`config.mk`:
```
export PLATFORM = sky130hd
export DESIGN_NAME = mvm_stream_ctrl_flat
export DESIGN_NICKNAME = d
export VERILOG_FILES = /design/src/rtl/mvm_stream_ctrl_pkg.sv /design/src/rtl/mvm_stream_ctrl_if.sv /design/src/rtl/mvm_stream_ctrl_packer.sv /design/src/rtl/mvm_stream_ctrl.sv /design/src/flat_wrapper.sv
export SDC_FILE = /design/constraint.sdc
export NUM_CORES = 1
export LEC_CHECK = 0
export BUFFER_PORTS_ARGS = -buffer_cell sky130_fd_sc_hd__buf_2
export CAP_MARGIN = 20
export CORE_UTILIZATION = 48
export DETAILED_ROUTE_END_ITERATION = 8
export PLACE_DENSITY = 0.75
export SYNTH_ARGS = -nofsm -noshare
export SYNTH_HDL_FRONTEND = slang
export SYNTH_HIERARCHICAL = 1
export SYNTH_SLANG_ARGS = --single-unit
```
`constraint.sdc`:
```
create_clock -name clk -period 2.6 [get_ports clk]
set_input_delay 0.13 -clock clk [delete_from_list [all_inputs] [get_ports clk]]
set_output_delay 0.13 -clock clk [all_outputs]
set_load 0.02 [all_outputs]
```
`src/rtl/mvm_stream_ctrl_pkg.sv`:
```
// Shared types for the mvm streaming controller: FSM state encoding and
// the index-width helper used to size element counters.
package mvm_stream_ctrl_pkg;

    typedef enum logic [2:0] {
        LOAD_M = 3'd0,
        LOAD_V = 3'd1,
        CLEAR  = 3'd2,
        START  = 3'd3,
        WAIT   = 3'd4,
        DRAIN  = 3'd5
    } state_t;

    function automatic int idx_width(input int n);
        return (n <= 1) ? 1 : $clog2(n);
    endfunction

endpackage

```
`src/rtl/mvm_stream_ctrl_if.sv`:
```
// Element streams of the mvm controller: operand input stream (with the
// matrix-reuse hint) and result output stream.
interface mvm_stream_ctrl_if #(
    parameter int WIDTH = 8
) ();

    logic             in_valid;
    logic             in_ready;
    logic [WIDTH-1:0] in_data;
    logic             reuse_matrix;
    logic             out_valid;
    logic             out_ready;
    logic [WIDTH-1:0] out_data;

    modport master (
        output in_valid, in_data, reuse_matrix, out_ready,
        input  in_ready, out_valid, out_data
    );

    modport slave (
        input  in_valid, in_data, reuse_matrix, out_ready,
        output in_ready, out_valid, out_data
    );

endinterface

```
`src/rtl/mvm_stream_ctrl_packer.sv`:
```
// Shift-in packer: each accepted element enters at the LSB end, so element 0
// ends up in the MSB slot after COUNT shifts. full flags that the next shift
// completes the set.
module mvm_stream_ctrl_packer
    import mvm_stream_ctrl_pkg::*;
#(
    parameter int WIDTH = 8,
    parameter int COUNT = 3
) (
    input  logic                   clk,
    input  logic                   reset,
    input  logic                   shift_en,
    input  logic [WIDTH-1:0]       data,
    output logic [COUNT*WIDTH-1:0] packed_data,
    output logic                   full
);

    localparam int CW = idx_width(COUNT);
    localparam logic [CW-1:0] LAST = CW'(COUNT - 1);

    logic [COUNT*WIDTH-1:0] packed_r;
    logic [COUNT*WIDTH-1:0] shifted_s;
    logic [CW-1:0]          count_r;
    logic                   full_r;

    generate
        if (COUNT > 1) begin : g_multi
            assign shifted_s = {packed_r[(COUNT-1)*WIDTH-1:0], data};
        end else begin : g_single
            assign shifted_s = data;
        end
    endgenerate

    // Element register and beat counter; count wraps to 0 on the final beat.
    always_ff @(posedge clk) begin
        if (!reset) begin
            packed_r <= '0;
            count_r  <= '0;
            full_r   <= (COUNT == 1);
        end else if (shift_en) begin
            packed_r <= shifted_s;
            if (full_r) begin
                count_r <= '0;
                full_r  <= (COUNT == 1);
            end else begin
                count_r <= count_r + CW'(1'b1);
                full_r  <= ((count_r + CW'(1'b1)) == LAST);
            end
        end else begin
            packed_r <= packed_r;
            count_r  <= count_r;
            full_r   <= full_r;
        end
    end

    assign packed_data = packed_r;
    assign full        = full_r;

endmodule

```
`src/rtl/mvm_stream_ctrl.sv`:
```
// Streaming front/back end for an mvm instance: packs operand beats, runs
// clear/start/done, drains results. Optional MVM_STREAM_RELU_EN clamps
// negative results to zero at capture.
module mvm_stream_ctrl
    import mvm_stream_ctrl_pkg::*;
#(
    parameter int MATRIX_ROWS = 3,
    parameter int SHARED_DIM  = 3,
    parameter int WIDTH       = 8
) (
    input  logic                                  clk,
    input  logic                                  reset,
    mvm_stream_ctrl_if.slave                      stream,
    output logic [MATRIX_ROWS*SHARED_DIM*WIDTH-1:0] mvm_matrix,
    output logic [SHARED_DIM*WIDTH-1:0]           mvm_vector,
    output logic                                  mvm_clear,
    output logic                                  mvm_start,
    input  logic                                  mvm_done,
    input  logic [MATRIX_ROWS*WIDTH-1:0]          mvm_result,
    output logic                                  busy
);

    localparam int RW = idx_width(MATRIX_ROWS);
    localparam logic [RW-1:0] LAST_ROW = RW'(MATRIX_ROWS - 1);

    state_t           state_r;
    logic             in_ready_r;
    logic             out_valid_r;
    logic [WIDTH-1:0] out_data_r;
    logic             busy_r;
    logic             clear_r;
    logic             start_r;
    logic             matrix_loaded_r;
    logic [RW-1:0]    row_idx_r;
    logic [WIDTH-1:0] result_r [MATRIX_ROWS];
    logic [WIDTH-1:0] cap_s    [MATRIX_ROWS];

    logic in_fire_s, out_fire_s, m_shift_s, v_shift_s, m_full_s, v_full_s;

    function automatic logic [WIDTH-1:0] relu_f(input logic [WIDTH-1:0] v);
`ifdef MVM_STREAM_RELU_EN
        return v[WIDTH-1] ? {WIDTH{1'b0}} : v;
`else
        return v;
`endif
    endfunction

    assign in_fire_s  = stream.in_valid & in_ready_r;
    assign out_fire_s = out_valid_r & stream.out_ready;
    assign m_shift_s  = in_fire_s & (state_r == LOAD_M);
    assign v_shift_s  = in_fire_s & (state_r == LOAD_V);

    mvm_stream_ctrl_packer #(.WIDTH(WIDTH), .COUNT(MATRIX_ROWS*SHARED_DIM)) u_matrix (
        .clk(clk), .reset(reset), .shift_en(m_shift_s), .data(stream.in_data),
        .packed_data(mvm_matrix), .full(m_full_s)
    );

    mvm_stream_ctrl_packer #(.WIDTH(WIDTH), .COUNT(SHARED_DIM)) u_vector (
        .clk(clk), .reset(reset), .shift_en(v_shift_s), .data(stream.in_data),
        .packed_data(mvm_vector), .full(v_full_s)
    );

    // Row r of the result bus sits r slots below the MSB end.
    always_comb begin
        for (int r = 0; r < MATRIX_ROWS; r++) begin
            cap_s[r] = relu_f(mvm_result[(MATRIX_ROWS-r)*WIDTH-1 -: WIDTH]);
        end
    end

    // Controller FSM; every outward-facing flag is a register updated here.
    always_ff @(posedge clk) begin
        if (!reset) begin
            state_r         <= LOAD_M;
            in_ready_r      <= 1'b0;
            out_valid_r     <= 1'b0;
            out_data_r      <= '0;
            busy_r          <= 1'b0;
            clear_r         <= 1'b0;
            start_r         <= 1'b0;
            matrix_loaded_r <= 1'b0;
            row_idx_r       <= '0;
            for (int r = 0; r < MATRIX_ROWS; r++) result_r[r] <= '0;
        end else begin
            clear_r <= 1'b0;
            start_r <= 1'b0;
            case (state_r)
                LOAD_M: begin
                    in_ready_r <= 1'b1;
                    if (in_fire_s) begin
                        busy_r <= 1'b1;
                        if (m_full_s) begin
                            matrix_loaded_r <= 1'b1;
                            state_r         <= LOAD_V;
                        end
                    end
                end
                LOAD_V: begin
                    in_ready_r <= 1'b1;
                    if (in_fire_s) begin
                        busy_r <= 1'b1;
                        if (v_full_s) begin
                            in_ready_r <= 1'b0;
                            clear_r    <= 1'b1;
                            state_r    <= CLEAR;
                        end
                    end
                end
                CLEAR: begin
                    start_r <= 1'b1;
                    state_r <= START;
                end
                START: begin
                    state_r <= WAIT;
                end
                WAIT: begin
                    if (mvm_done) begin
                        for (int r = 0; r < MATRIX_ROWS; r++) result_r[r] <= cap_s[r];
                        out_data_r  <= cap_s[0];
                        out_valid_r <= 1'b1;
                        row_idx_r   <= '0;
                        state_r     <= DRAIN;
                    end
                end
                DRAIN: begin
                    if (out_fire_s) begin
                        if (row_idx_r == LAST_ROW) begin
                            out_valid_r <= 1'b0;
                            busy_r      <= 1'b0;
                            in_ready_r  <= 1'b1;
                            row_idx_r   <= '0;
                            state_r     <= (stream.reuse_matrix && matrix_loaded_r) ? LOAD_V : LOAD_M;
                        end else begin
                            row_idx_r  <= row_idx_r + RW'(1'b1);
                            out_data_r <= result_r[row_idx_r + RW'(1'b1)];
                        end
                    end
                end
                default: begin
                    in_ready_r  <= 1'b0;
                    out_valid_r <= 1'b0;
                    state_r     <= LOAD_M;
                end
            endcase
        end
    end

    assign stream.in_ready  = in_ready_r;
    assign stream.out_valid = out_valid_r;
    assign stream.out_data  = out_data_r;
    assign mvm_clear        = clear_r;
    assign mvm_start        = start_r;
    assign busy             = busy_r;

endmodule

```
`src/flat_wrapper.sv`:
```
// flat-port wrapper written by rule: the top's interface ports become plain ports
module mvm_stream_ctrl_flat import mvm_stream_ctrl_pkg::*;
#(
    parameter int MATRIX_ROWS = 3,
    parameter int SHARED_DIM  = 3,
    parameter int WIDTH       = 8
)
  (clk, reset, mvm_matrix, mvm_vector, mvm_clear, mvm_start, mvm_done, mvm_result, busy, stream_in_valid, stream_in_data, stream_reuse_matrix, stream_out_ready, stream_in_ready, stream_out_valid, stream_out_data);
  mvm_stream_ctrl_if #(.WIDTH(WIDTH)) stream_i ();
  input  logic clk;
  input  logic reset;
  output logic [MATRIX_ROWS*SHARED_DIM*WIDTH-1:0] mvm_matrix;
  output logic [SHARED_DIM*WIDTH-1:0] mvm_vector;
  output logic mvm_clear;
  output logic mvm_start;
  input  logic mvm_done;
  input  logic [MATRIX_ROWS*WIDTH-1:0] mvm_result;
  output logic busy;
  input wire logic [$bits(stream_i.in_valid)-1:0] stream_in_valid;
  input wire logic [$bits(stream_i.in_data)-1:0] stream_in_data;
  input wire logic [$bits(stream_i.reuse_matrix)-1:0] stream_reuse_matrix;
  input wire logic [$bits(stream_i.out_ready)-1:0] stream_out_ready;
  output wire logic [$bits(stream_i.in_ready)-1:0] stream_in_ready;
  output wire logic [$bits(stream_i.out_valid)-1:0] stream_out_valid;
  output wire logic [$bits(stream_i.out_data)-1:0] stream_out_data;
  assign stream_i.in_valid = stream_in_valid;
  assign stream_i.in_data = stream_in_data;
  assign stream_i.reuse_matrix = stream_reuse_matrix;
  assign stream_i.out_ready = stream_out_ready;
  assign stream_in_ready = stream_i.in_ready;
  assign stream_out_valid = stream_i.out_valid;
  assign stream_out_data = stream_i.out_data;
  mvm_stream_ctrl #(.MATRIX_ROWS(MATRIX_ROWS), .SHARED_DIM(SHARED_DIM), .WIDTH(WIDTH)) u_core (.clk(clk), .reset(reset), .stream(stream_i), .mvm_matrix(mvm_matrix), .mvm_vector(mvm_vector), .mvm_clear(mvm_clear), .mvm_start(mvm_start), .mvm_done(mvm_done), .mvm_result(mvm_result), .busy(busy));
endmodule
```
## Word level (Yosys, flattened, before mapping)

Memories as Yosys holds them, arrays and structs flattened.
Cells that the tools add are included.

| cells by class | value |
|---|---|
| reduce and logical (&&, ||, !) cells | 15 |
| mux-type cells | 42 |
| bitwise operators | 9 |
| eq/ne operators | 17 |
| add/sub/neg operators | 3 |

Operators by type and width:

| cell | number |
|---|---|
| 8-bit 2-to-1 mux | 6 |
| 3-bit 2-to-1 mux | 7 |
| 1-bit 2-to-1 mux | 18 |
| 3-bit case mux with 6 select lines | 1 |
| 8-bit case mux with 2 select lines | 1 |
| 3-bit AND reduction | 4 |
| 4-bit AND reduction | 3 |
| 2-bit by 1-bit inequality test with 1-bit output, second input constant | 5 |
| 2-bit 2-to-1 mux | 4 |
| 2-bit inequality test, second input constant | 4 |
| 7-bit AND reduction | 1 |
| 3-bit by 2-bit == test with 1-bit output, second input constant | 2 |
| 3-bit == test, second input constant | 2 |
| 2-bit by 1-bit adder with 2-bit output, second input constant | 2 |
| 4-bit by 1-bit adder with 4-bit output, second input constant | 1 |
| 1-bit bitwise AND | 4 |
| 2-bit == test, second input constant | 2 |
| 4-bit == test, second input constant | 1 |
| 4-bit 2-to-1 mux | 1 |
| 1-bit case mux with 4 select lines | 1 |
| 2-bit case mux with 2 select lines | 1 |
| 2-bit nonzero test | 2 |
| 4-bit OR reduction | 1 |
| 3-bit by 1-bit == test with 1-bit output, second input constant | 1 |
| 8 further kinds | 11 |

| word-level totals | value |
|---|---|
| word-level logic and storage cells | 102 |
| memories kept | 1 |
| flip-flop bits (word level) | 123 |
| RAM bits | 24 |

Memory list:

| name | words | width | read ports | clocked after Yosys merged registers in | write ports | RTL line | text |
|---|---|---|---|---|---|---|---|
| u_core.result_r | 3 | 8 | 1 | 0 | 3 | mvm_stream_ctrl.sv:35 | `logic [WIDTH-1:0] result_r [MATRIX_ROWS];` |

## Logic depth before layout (Yosys ltp)

| depth | value |
|---|---|
| depth after elaboration | 5 |
| gate-level depth with buffers | 9 |
| depth with buffers taken out | 5 |

## Modules after synthesis

The synthesis kept the hierarchy.

By module, submodules not included:

| module | sequential area each (µm²) | times used | cells an instance | area an instance (µm²) |
|---|---|---|---|---|
| mvm_stream_ctrl_packer (u_core.u_matrix) | 1541.5 | 1 | 262 | 2992.9 |
| mvm_stream_ctrl | 1101.1 | 1 | 197 | 2177.1 |
| mvm_stream_ctrl_packer (u_core.u_vector) | 540.5 | 1 | 91 | 1052.3 |

## Worst setup path after synthesis

Ideal clock, no wire load.

| timing path | value |
|---|---|
| kind | register to register |
| from | register u_core.state_r[0] |
| to | memory u_core.result_r[0][0] (enable) |
| required time | 2.162 ns |
| setup time | 0.438 ns |
| arrival time | 2.323 ns |
| path slack | -0.162 ns |
| buffers on the path | 1 |
| clock period less this slack | 2.762 ns |
| stages on the path, launching flop included | 4 |
| cell sequence | dfxtp_1 -> buf_6 -> nand2b_1 -> o21ai_0 |

RTL lines:

| what | RTL line | text |
|---|---|---|
| from (decl) | mvm_stream_ctrl.sv:26 | `state_t state_r;` |
| from (signal assigned) | mvm_stream_ctrl.sv:131 | `state_r <= (stream.reuse_matrix && matrix_loaded_r) ? LOAD_V : LOAD_M;` |
| to (decl) | mvm_stream_ctrl.sv:35 |  |

## Worst setup path in the final report

| timing path | value |
|---|---|
| from | register u_core.state_r[2] |
| to | register u_core.u_matrix.packed_r[31], in the netlist u_core/u_matrix/packed_data[31] |

| between the ends | value |
|---|---|
| longest elaborated chain between the ends | 2 |

Ends and longest elaborated chain:

| what | RTL line | text |
|---|---|---|
| 3-bit zero test | mvm_stream_ctrl.sv:50 | `assign m_shift_s = in_fire_s & (state_r == LOAD_M);` |
| 1-bit bitwise AND | mvm_stream_ctrl.sv:50 |  |
| named net u_core.m_shift_s | mvm_stream_ctrl.sv:38 | `logic in_fire_s, out_fire_s, m_shift_s, v_shift_s, m_full_s, v_full_s;` |
| to (signal assigned) | mvm_stream_ctrl_packer.sv:41 | `packed_r <= shifted_s;` |
| to (signal assigned) | mvm_stream_ctrl_packer.sv:50 | `packed_r <= packed_r;` |
| to (decl) | mvm_stream_ctrl_packer.sv:21 | `logic [COUNT*WIDTH-1:0] packed_r;` |

The timed path passes the listed nets, and every way through them passes these cells.
A chain may end at the register's enable or synchronous reset.

==> impl_metrics.yaml <==
pwr:
  p_seq_share_pct: 47.2
  powerDensity_mw_per_mm2: 650.4
  p_switching_mw: 1.043
  p_int_mw: 3.933
  combPwrFrac_pct: 4.5
  ir_worst_vdd_uv: 394.6
  p_leak_nw: 3.182
  power.share.switching_pct: 20.96
  clkPwrFrac_pct: 48.3
  finalPower_mw: 4.976
synthesis:
  avgSynthCellArea_um2: 11.31
  synth_top_area_share_pct: 39.57
  syn_inst: 550
  yosys-top-cells-area: "dfxtp_1 40%, mux2i_1 16%, edfxtp_1 12%"
  synth_cell_type_count: 45
  ys.flop_type: "dfxtp_1"
  synth_top_area_cell: "dfxtp_1"
  synth_warnings: 6
  async_flop_share_pct: 0
  ys_ff_latch: 147
  ys_seq_area_share_pct: 51.16
  synth_fp_nets: 594
  synth_edf_count: 24
  synth_area_mm2: 0.006222
sta:
  tightest_slew_ps: 704.3
  setup_viol_count_final: 0
  fin_crit_ps: 2095
  setup_tns_ps: 0
  post-route-period-util_pct: 80.59
  fmax_ghz: 0.4773
  hold_viol_final: 0
  rsz0062_at_grt: "no"
  drv_slew: 0
  fin_skew_ps: 6.593
  holdWs_ps: 12.75
  max_slew_margin_pct: 53.04
worst_setup_path:
  worst_setup_path_start_kind: "flip-flop"
  cpPeakStageDelay_ps: 490
  critPathMaxFanout: 46
  cp.depth: 5
  critPathSlowestCell: "nor3_2"
  cp_cell_sequence: "nand3b_1 -> nor3_2 -> buf_12 -> mux2i_1 -> nor2b_1"
  cp.buffers_inverters: 1
  cp_top_family: "simple AND/OR/NAND/NOR gates"
  arrival_ps: 2400
  crit_type: "reg2reg"
  required_ps: 2910
  endpoint_kind: "flip-flop"
  reg2reg_depth: 5
die:
  pin_count: 147
  die_h_um: 115.9
  dieArea_mm2: 0.01342
  die_x_um: 115.9
  rows: 41
  core_mm2: 0.01262
  start_util_pct: 49.31
min_path:
  holdCritPathClass: "in2reg"
  holdPathStages: 3
cts:
  numCtsBuffers: 17
  clk_latency_ps: 420
  h-tree-depth: 4
  cts_tree: "built"
  cts.path.max_buffers: 2
  postCtsSetupRepairBufs: 0
  cts.clk_slew.worst_paths_ps: 60
  cts.repair.resized: 0
  cts_sinks: 147
  cts_hold_buf: 5
  root_buffer: "clkbuf_16"
route:
  drtIter0Drc: 218
  via_per_inst: 5.168
  dr.pass1.iters: 4
  drcViolationCount: 0
  antenna_left: 0
  wl_per_cell_um: 15.65
  num_vias: 4512
  routed_wl_um: 13660
place:
  port_buffers: 146
  gp_congestion: 0.7504
  dp_hpwl_um: 8992
layout:
  drive_gt1_share_pct: 28.39
  fillers: 1048
  synthToLayoutAreaGrowth_pct: 22.96
  num_antenna_cells: 0
  nNetsFinal: 733
status:
  outcome: "finished, final reports clean"
global_route:
  first_global_vias: 4306
  grt_usage_pct: 20.52
  grt_pass1_wl_um: 20980
  grt_max_degree: 85
  antenna_found_initial: 0
  grt-ovfl-total: 0
run:
  drv_cap: 0
==> layout make-up <==
cell class	count	area, um^2	share of cell area, %
repair buffers	159	868.3	11.35
clock inverters	7	66.31	0.8667
inverters	5	18.77	0.2453
well taps	172	215.2	2.813
multi-input cells	359	2776	36.29
clock buffers	24	523.0	6.836
flip-flops and latches	147	3183	41.60
==> power by group through the flow <==
stage	logic (mW)	clock network (mW)	registers [mW]
4_1_cts	0.223	2.45	2.35
5_1_grt	0.239	2.53	2.35
6_report	0.223	2.40	2.35
2_1_floorplan	0.135	0	2.41
3_3_place_gp	0.211	0	2.40
3_5_place_dp	0.216	0	2.40
==> synth_stat cells (all sizes together) (2+ instances only) <==
cell      n
a21oi     7
nor2      2
mux2      8
nor3b     4
nand4     6
nand2b   21
a211oi    9
ha        6
and2      2
nand3     4
o21a      5
and4bb    2
nand3b    5
buf      21
nor2b   108
nand2    10
mux2i   100
inv       5
o211ai   11
a311oi    8
nand4b    2
dfxtp   123
edfxtp   24
nor3      2
clkbuf   18
and3     26
==> metal layers <==
layer | part of all wire (%) | global-route usage (%) | vias up
met3 | 6.4 | 6.590 | 35
met1 | 43 | 24.55 | 2140
met4 | 2.7 | 11.28 | 0
met2 | 48 | 32.74 | 135
met5 | 0 | 0 | -
li1 | - | - | 2202
==> metrics by stage <==
| stage | util [%] | setup slack, ps | instances | area (um^2) |
|---|---|---|---|---|
| 6_report | 60.63 | 504.7 | 873 | 7651 |
| 3_3_place_gp | 55.56 | 660.7 | 837 | 7012 |
| 5_1_grt | 60.63 | 369.2 | 873 | 7651 |
| 4_1_cts | 60.63 | 512.0 | 873 | 7651 |
| 2_1_floorplan | - | 486.8 | 550 | 6222 |
| 3_5_place_dp | 55.56 | 551.7 | 837 | 7012 |
==> worst min-delay path, stage by stage <==
cell and delay, ps:
buf_2 90, mux2i_1 60, nor2b_1 100
==> sequential cells by signal, summed over array words and instances (netlist names) <==
register and cells:
u_core/row_idx_r 2, u_core/stream.out_valid 1, u_core/state_r 3, u_core/u_vector/packed_data 24
u_core/stream.out_data 8, u_core/u_vector/full 1, u_core/stream.in_ready 1, u_core/u_vector/count_r 2
u_core/matrix_loaded_r 1, u_core/busy 1, u_core/result_r 24, u_core/u_matrix/count_r 4
u_core/u_matrix/full 1, u_core/u_matrix/packed_data 72, u_core/mvm_start 1, u_core/mvm_clear 1
==> worst paths after layout <==
check	slack [ps]	to	start
worst min-delay path	10	u_core/u_vector/packed_data[2]	stream_in_data[2]
worst min register to register	480	u_core/matrix_loaded_r	u_core/matrix_loaded_r
worst max-delay path	500	u_core/u_matrix/packed_data[31]	u_core/state_r[2]
worst max register to register	500	u_core/u_matrix/packed_data[31]	u_core/state_r[2]
==> kinds of logic (layout without fill, tap and decap cells) <==
group / after synthesis / after routing / synth area share [%]
buffers and inverters: 44 / 195 / 4.363
and+or+nand+nor: 196 / 196 / 19.87
muxes: 108 / 108 / 17.53
xor gates and xnor gates: 1 / 1 / 0.1408
AOI/OAI and AO/OA: 48 / 48 / 5.731
adders and majority gates: 6 / 6 / 1.206
DFF: 147 / 147 / 51.16
==> layout by cell type (no fill, tap or decap), types with 2 or more instances in the layout <==
cell           Yosys  layout
clkinv_2           0       3
buf_2              6     145
mux2_2             8       8
nand2b_1          21      21
and2_1             2       2
buf_12             0       2
inv_4              0       2
buf_4              7       7
ha_1               6       6
clkbuf_8           0       5
nor2b_1          108     108
clkbuf_16          0      18
dfxtp_1          123     123
dlygate4sd3_1      0       5
edfxtp_1          24      24
a311oi_1           8       8
o211ai_1          11      11
nand2_1           10      10
nand4_1            6       6
nand3b_1           5       5
mux2i_1          100     100
nand3_1            4       4
o21a_1             5       5
a211oi_1           9       9
nand4b_1           2       2
nor2_1             2       2
a21oi_1            6       6
nor3b_1            3       3
and3_1            26      26
inv_1              4       4
Power figures use the tool's default switching activity.
